$ cat src/rtl/joy_serial_rx.sv
// ---------------------------------------------------------------------------
// joy_serial_rx
//
// Serial receiver for a pair of daisy-chained joystick shift registers.
// A free-running divider produces the shift clock; every rising edge of
// that clock advances a 26-slot frame counter and samples one data bit into
// a shadow frame. A completed frame only reaches the button outputs when it
// matches the frame before it, so a one-frame glitch never shows up.
//
// Parameters
//   HALF_DIV    clk cycles per half-period of joy_clk (2..255)
//
// Ports
//   clk         single clock for all logic
//   rst_n       synchronous active-low reset
//   joy_data    serial data from the external shift register
//   joy_clk     registered shift clock to the external shift register
//   joy_load    registered active-low parallel-load strobe (low in slot 0)
//   joystick1   filtered player-1 buttons, active-low
//   joystick2   filtered player-2 buttons, active-low
//   frame_done  one-clk pulse when a frame has been committed
// ---------------------------------------------------------------------------
module joy_serial_rx #(
  parameter int unsigned HALF_DIV = 16
) (
  input  logic        clk,
  input  logic        rst_n,
  input  logic        joy_data,
  output logic        joy_clk,
  output logic        joy_load,
  output logic [11:0] joystick1,
  output logic [11:0] joystick2,
  output logic        frame_done
);

  localparam int unsigned      DIV_W     = $clog2(2 * HALF_DIV);
  localparam logic [DIV_W-1:0] DIV_LAST  = DIV_W'(2 * HALF_DIV - 1);
  localparam logic [DIV_W-1:0] DIV_HALF  = DIV_W'(HALF_DIV);
  localparam logic [4:0]       LAST_SLOT = 5'd25;
  localparam logic [11:0]      ALL_OFF   = 12'hFFF;

  logic [DIV_W-1:0] div_q,  div_d;
  logic             joy_clk_q, joy_clk_d;
  logic             joy_load_q, joy_load_d;
  logic [4:0]       slot_q, slot_d;
  logic [11:0]      sh1_q, sh1_d;
  logic [11:0]      sh2_q, sh2_d;
  logic [11:0]      pv1_q, pv1_d;
  logic [11:0]      pv2_q, pv2_d;
  logic [11:0]      joy1_q, joy1_d;
  logic [11:0]      joy2_q, joy2_d;
  logic             frame_done_q, frame_done_d;
  logic             rise;
  logic             commit;

  // Shift-clock divider. The rise is the cycle in which the registered
  // joy_clk is about to go 0 -> 1, so every rise-qualified update lands on
  // the same edge as the visible clock transition.
  always_comb begin
    div_d     = (div_q == DIV_LAST) ? '0 : div_q + 1'b1;
    joy_clk_d = (div_d >= DIV_HALF);
    rise      = joy_clk_d & ~joy_clk_q;
  end

  // Slot counter; any value at or beyond the last slot wraps to 0, which
  // also recovers from the unreachable codes 26..31.
  always_comb begin
    slot_d = slot_q;
    if (rise) begin
      slot_d = (slot_q >= LAST_SLOT) ? '0 : slot_q + 5'd1;
    end
    joy_load_d = (slot_d != '0);
  end

  // Shadow frame capture: the bit sampled on a rise belongs to the slot
  // the counter held before advancing. Slots 0 and 1 carry no button data.
  // NOTE: every signal driven here gets its default before the case, so a
  // slot with no assignment holds its value instead of inferring a latch.
  always_comb begin
    sh1_d = sh1_q;
    sh2_d = sh2_q;
    if (rise) begin
      case (slot_q)
        5'd2:    sh1_d[8]  = joy_data;
        5'd3:    sh1_d[6]  = joy_data;
        5'd4:    sh1_d[5]  = joy_data;
        5'd5:    sh1_d[4]  = joy_data;
        5'd6:    sh1_d[3]  = joy_data;
        5'd7:    sh1_d[2]  = joy_data;
        5'd8:    sh1_d[1]  = joy_data;
        5'd9:    sh1_d[0]  = joy_data;
        5'd10:   sh2_d[8]  = joy_data;
        5'd11:   sh2_d[6]  = joy_data;
        5'd12:   sh2_d[5]  = joy_data;
        5'd13:   sh2_d[4]  = joy_data;
        5'd14:   sh2_d[3]  = joy_data;
        5'd15:   sh2_d[2]  = joy_data;
        5'd16:   sh2_d[1]  = joy_data;
        5'd17:   sh2_d[0]  = joy_data;
        5'd18:   sh2_d[10] = joy_data;
        5'd19:   sh2_d[11] = joy_data;
        5'd20:   sh2_d[9]  = joy_data;
        5'd21:   sh2_d[7]  = joy_data;
        5'd22:   sh1_d[10] = joy_data;
        5'd23:   sh1_d[11] = joy_data;
        5'd24:   sh1_d[9]  = joy_data;
        5'd25:   sh1_d[7]  = joy_data;
        default: ;
      endcase
    end
  end

  // Frame commit on the slot-25 rise. The comparison uses the next-state
  // shadow so the bit captured on this very rise is part of the frame.
  // Two matching frames in a row are required before the outputs move.
  always_comb begin
    commit       = rise && (slot_q == LAST_SLOT);
    frame_done_d = commit;
    pv1_d        = pv1_q;
    pv2_d        = pv2_q;
    joy1_d       = joy1_q;
    joy2_d       = joy2_q;
    if (commit) begin
      pv1_d = sh1_d;
      pv2_d = sh2_d;
      if ({sh1_d, sh2_d} == {pv1_q, pv2_q}) begin
        joy1_d = sh1_d;
        joy2_d = sh2_d;
      end
    end
  end

  // NOTE: all state updates use non-blocking assignments so every register
  // samples the pre-edge values, independent of statement order.
  always_ff @(posedge clk) begin
    if (!rst_n) begin
      div_q        <= '0;
      joy_clk_q    <= 1'b0;
      joy_load_q   <= 1'b0;
      slot_q       <= '0;
      sh1_q        <= ALL_OFF;
      sh2_q        <= ALL_OFF;
      pv1_q        <= ALL_OFF;
      pv2_q        <= ALL_OFF;
      joy1_q       <= ALL_OFF;
      joy2_q       <= ALL_OFF;
      frame_done_q <= 1'b0;
    end else begin
      div_q        <= div_d;
      joy_clk_q    <= joy_clk_d;
      joy_load_q   <= joy_load_d;
      slot_q       <= slot_d;
      sh1_q        <= sh1_d;
      sh2_q        <= sh2_d;
      pv1_q        <= pv1_d;
      pv2_q        <= pv2_d;
      joy1_q       <= joy1_d;
      joy2_q       <= joy2_d;
      frame_done_q <= frame_done_d;
    end
  end

  assign joy_clk    = joy_clk_q;
  assign joy_load   = joy_load_q;
  assign joystick1  = joy1_q;
  assign joystick2  = joy2_q;
  assign frame_done = frame_done_q;

endmodule

$ cat config.mk
export PLATFORM = sky130hd
export DESIGN_NAME = joy_serial_rx
export DESIGN_NICKNAME = d
export VERILOG_FILES = /design/src/rtl/joy_serial_rx.sv
export SDC_FILE = /design/constraint.sdc
export NUM_CORES = 1
export LEC_CHECK = 0
export ABC_AREA = 1
export BUFFER_PORTS_ARGS = -buffer_cell sky130_fd_sc_hd__buf_2
export CORE_UTILIZATION = 30
export CTS_BUF_LIST = sky130_fd_sc_hd__clkbuf_4
export CTS_CLUSTER_SIZE = 10
export DETAILED_ROUTE_END_ITERATION = 7
export PLACE_DENSITY = 0.57
export SYNTH_ARGS = -nofsm -noshare
export SYNTH_HDL_FRONTEND = slang
export SYNTH_SLANG_ARGS = --single-unit
export TNS_END_PERCENT = 10
$ cat constraint.sdc
create_clock -name clk -period 6 [get_ports clk]
set_input_delay 1.2 -clock clk [delete_from_list [all_inputs] [get_ports clk]]
set_output_delay 1.2 -clock clk [all_outputs]
set_load 0.01 [all_outputs]
======== Word-level counts from Yosys, hierarchy flattened ========
Cells that the tools add are included.
storage, ports and cells
  register bits after elaboration ......... 85
  input bits .............................. 3
  output and inout bits ................... 27
  logic and storage cells ................. 75
cells by class
  add/sub/neg operators ................... 2
  magnitude comparators ................... 2
  equal/unequal tests ..................... 26
  mux-type cells .......................... 29
  bitwise gates (word level) .............. 2
  reductions and logical operators ........ 3
operators by type and width
  operator               number
  $eq A5 B5 Y1 const B   11
  $eq A5 B4 Y1 const B   8
  $eq A24 B24 Y1         1
  $mux W1                24
  $mux W12               2
  $eq A5 B3 Y1 const B   4
  $mux W5                3
  $add A5 B1 Y5 const B  2
  $eq A5 B2 Y1 const B   2
  $ge A5 B5 Y1 const B   2
  $reduce_bool A5 Y1     1
  $reduce_and A2 Y1      1
  $and A1 B1 Y1          1
  $logic_and A1 B1 Y1    1
  $not A1 Y1             1

======== Logic depth before layout (Yosys ltp) ========
  depth after elaboration ................. 7
  depth in mapped cells ................... 19

======== Least setup slack after synthesis ========
No wires, ideal clock.
  path type ............................... input port to flip-flop
  start point ............................. input port joy_data
  end point ............................... register joy1_q[0], in the netlist joystick1[0]
  library setup time ...................... 0.130 ns
  arrival time ............................ 2.615 ns
  setup slack ............................. 3.255 ns
  stages on the path ...................... 11
  buffers on the path ..................... 2
  cells stage by stage .................... inv_1 -> clkbuf_1 -> nand3_1 -> nand2_1 -> xor2_1 -> nand3_2 -> nor2_8 -> nand3_4 -> buf_6 -> nand2_1 -> nand3_1
on the way
  word-level cells in the longest chain between the ends .. 4
  elaborated cells between the ends (all ways) .. 28
  classes of those cells .................. eq/ne: 1; mux: 26; reduce/logical: 1
ends and longest elaborated chain
  what                         RTL line  source
  start: declaration           28        input logic joy_data,
  $mux W1                      83        case (slot_q)
  $mux W12                     82        if (rise) begin
  $eq A24 B24 Y1               126       if ({sh1_d, sh2_d} == {pv1_q, pv2_q}) begin
  $reduce_and A2 Y1 (no line)  -
  end signal: assignment       157       joy1_q <= joy1_d;
  end: declaration             50        logic [11:0] joy1_q, joy1_d;
Parallel ways exist; a longest one is shown, timed or not.
A chain may end at the register's enable or synchronous reset.

======== Worst setup path after layout ========
  start point ............................. register div_q[0]
  end point ............................... register joy1_q[6], in the netlist joystick1[6]
on the way
  word-level cells in the longest chain between the ends .. 7
  elaborated cells between the ends (all ways) .. 10
  classes of those cells .................. add/sub: 1; order compare: 1; eq/ne: 2; mux: 3; bitwise: 1; reduce/logical: 2
ends and longest elaborated chain
  what                                           RTL line  source
  start: declaration                             42        logic [DIV_W-1:0] div_q, div_d;
  start signal: assignment                       149       div_q <= div_d;
  $add A5 B1 Y5 or $eq A5 B5 Y1 (tied branches)  60        div_d = (div_q == DIV_LAST) ? '0 : div_q + 1'b1;
  $mux W5 (*)                                    60
  $ge A5 B5 Y1 (*)                               61        joy_clk_d = (div_d >= DIV_HALF);
  named net joy_clk_d                            43        logic joy_clk_q, joy_clk_d;
  $and A1 B1 Y1 (*)                              62        rise = joy_clk_d & ~joy_clk_q;
  $mux W12                                       82
  $eq A24 B24 Y1                                 126
  $reduce_and A2 Y1 (no line)                    -
The timed path passes the listed nets; every way through them passes the cells marked *.

==> flow_metrics.tcl <==
set metrics [dict create \
    synth_area_sq_um 4230 \
    max_freq_mhz 281 \
    rsz0062_at_grt "no" \
    powerDensity_nw_per_um2 209 \
    avgViaCountPerCell 4.67 \
    path_delay_family "simple AND/OR/NAND/NOR gates" \
    grt_max_degree 53 \
    yosys.area_share.adder_pct 2.36 \
    synth_compound_area_share_pct 6.74 \
    worstSetupStartpointType "register" \
    cp_max_fo 25 \
    fin_nets 623 \
    cts_buffers 9 \
    drc_errors 0 \
    grt_pass1_vias 3461 \
    yosysUniqueCellTypes 31 \
    slew_viol_final 0 \
    place_ws_ns 2.29 \
    status "finished clean" \
    crit_buf_inv 0 \
    grt_util_all_layers_pct 14.8 \
    hold_violations 0 \
    dpl.hpwl_mm 7.29 \
    layout_commonest_cell "nand2_1" \
    clk_latency_ns 0.46 \
    synth_top_family_by_area "simple AND/OR/NAND/NOR gates" \
    postLayoutCellArea_sq_um 4620 \
    wl_per_cell_um 12.6 \
    tightest_slew_ns 0.728 \
    synthXorXnorAreaFrac_pct 0.414 \
    worstPathCellList "ha_1 -> nand2_1 -> nor2_1 -> ha_1 -> nand2_2 -> nor2_4 -> nand2_1 -> nand2_1 -> nand2_1 -> nand2_1 -> nand2_1 -> nor2_1 -> nand2_1 -> nor2_4 -> nand3_4 -> nand2_1 -> nand3_1" \
    fin_skew_ns 0.0123 \
    cts_tree "done" \
    cts_buffer_depth 2 \
    dr_total_vias 3720 \
    clk_pin_slew_ns 0.14 \
    grt_first_pass_wirelength_mm 16.7 \
    cts_sinks 85 \
    drt-initial-drc-count 220 \
    ys_ff_latch 85 \
    finalCriticalPeriod_ns 3.55 \
    total_power_mw 0.968 \
    synth_fp_nets 609 \
    syn_area_per_cell_sq_um 7.08 \
    critPathArrivalTime_ns 3.89 \
    die-height_um 121 \
    drive_gt1_share_pct 12.3 \
    seq_area_frac_synth_pct 40.2 \
    cts_setup_buffers 0 \
    row_count 43 \
    htreeDepth 3 \
    wirelength_mm 10.1 \
    diodes 0 \
    end_kind "register" \
    p_leak_nw 2.24 \
    syn_to_final_growth_pct 9.16 \
    slew_headroom_pct 51.4 \
    maxCapViolations 0 \
    coreArea_sq_um 13800 \
    io_pins 30 \
    finalCritPeriodShare_pct 59.2 \
    slowest_delay_ns 0.48 \
    port_buffers 29 \
    holdBufCountCts 0 \
    mostFrequentLayoutCells "175 x nand2_1, 85 x dfxtp_1, 74 x inv_1" \
    initial_core_util_pct 30.6 \
    cpMaxStageDelayCell "nor2_4" \
    cts_resized 0 \
    synth_mux_area_share_pct 0 \
    worstHoldPathType "reg -> reg" \
    synth-simple-area-share_pct 39.3 \
    worstPathRequired_ns 6.34 \
    gp_congestion 0.827 \
    vdd_drop_max_mv 0.109 \
    fin_ws_ns 2.45 \
    crit_type "reg -> reg" \
    yosysWarnings 0 \
    syn_inst 598 \
    crit_top_cell "nand2_1" \
    setup_tns_ns 0 \
    antenna_left 0 \
    clock-root-buffer "clkbuf_4" \
    drtPass1Iterations 5 \
    grt_overflow_total 0 \
    die_w_um 121 \
    die_area_sq_um 14600 \
    antenna_found_initial 0 \
    setup_viol 0 \
    dpl-instance-area_sq_um 4460 \
]
[report_power, final]
group | internal [mW] | leakage (nW) | switching, mW
Combinational | 0.00299 | 1.46 | 0.0139
Sequential | 0.566 | 0.688 | 0.00112
Clock | 0.172 | 0.0899 | 0.212
[through the flow]
step           util (%)  instances  hold WS (ns)
3_5_place_dp       32.2        781         0.437
6_report           33.4        797         0.468
4_1_cts            33.4        797         0.471
5_1_grt            33.4        797         0.495
2_1_floorplan         -        598         0.418
3_3_place_gp       32.2        781         0.424
[worst paths after layout]
kind	slack (ns)	end	depth (start not counted)	startpoint
hold / removal	0.47	div_q[0]$_SDFF_PN0_	1	div_q[0]$_SDFF_PN0_
setup / recovery	2.45	joystick1[6]$_SDFFE_PN1P_	17	div_q[0]$_SDFF_PN0_
hold reg to reg	0.47	div_q[0]$_SDFF_PN0_	1	div_q[0]$_SDFF_PN0_
setup reg to reg	2.45	joystick1[6]$_SDFFE_PN1P_	17	div_q[0]$_SDFF_PN0_
[logic make-up after synthesis]
| group | after synthesis |
|---|---|
| buffers and inverters | 108 |
| XOR/XNOR | 2 |
| AO/OA/AOI/OAI | 54 |
| AND/OR/NAND/NOR | 341 |
| adder cells (fa/ha/maj) | 8 |
| flip-flops | 85 |
[cell usage after synthesis (all sizes together)]
library cell / instances / share of area [%]
nor3b: 1 / 0.18
nand2: 179 / 16
buf: 16 / 2.9
xor2: 2 / 0.41
clkbuf: 13 / 1.2
o22ai: 2 / 0.30
ha: 8 / 2.4
a21oi: 24 / 2.8
dfxtp: 85 / 40
inv: 79 / 7.0
o21ai: 24 / 2.8
o21bai: 1 / 0.18
or2: 1 / 0.15
nor2: 45 / 7.1
nand4: 26 / 3.8
nand3: 72 / 8.9
a31o: 1 / 0.21
a41oi: 1 / 0.21
o211ai: 1 / 0.18
nand3b: 17 / 3.0
[layer usage]
layer | track usage, % | vias to the layer above | routed length, um
li1 | - | 1942 | -
met1 | 17.7 | 1697 | 4640
met2 | 25.2 | 57 | 4810
met3 | 2.12 | 24 | 239
met4 | 8.72 | 0 | 388
met5 | 0 | - | 0
[worst register-to-register path: stages, from the launching register on]
cell and delay, ns:
dfxtp_1 0.35, ha_1 0.21, nand2_1 0.08, nor2_1 0.06, ha_1 0.35, nand2_2 0.36
nor2_4 0.33, nand2_1 0.11, nand2_1 0.10, nand2_1 0.10, nand2_1 0.08, nand2_1 0.06
nor2_1 0.09, nand2_1 0.09, nor2_4 0.48, nand3_4 0.35, nand2_1 0.17, nand3_1 0.07
[final cells by class]
cell class              instances  area, sq um
repair buffers                 32          168
inverters                      79          297
fillers                      1472         9210
clock inverters                 7         97.6
clock buffers                   9         67.6
flip-flops and latches         85         1700
well taps                     180          225
multi-input cells             405         2070
[sequential cells by signal, indices dropped and copies added (netlist names)]
signal and cells:
div_q 5, frame_done 1, joy_clk 1, joy_load 1, joystick1 12, joystick2 12, pv1_q 12, pv2_q 12
sh1_q 12, sh2_q 12, slot_q 5
No activity file was read; power rests on OpenSTA's default activity.
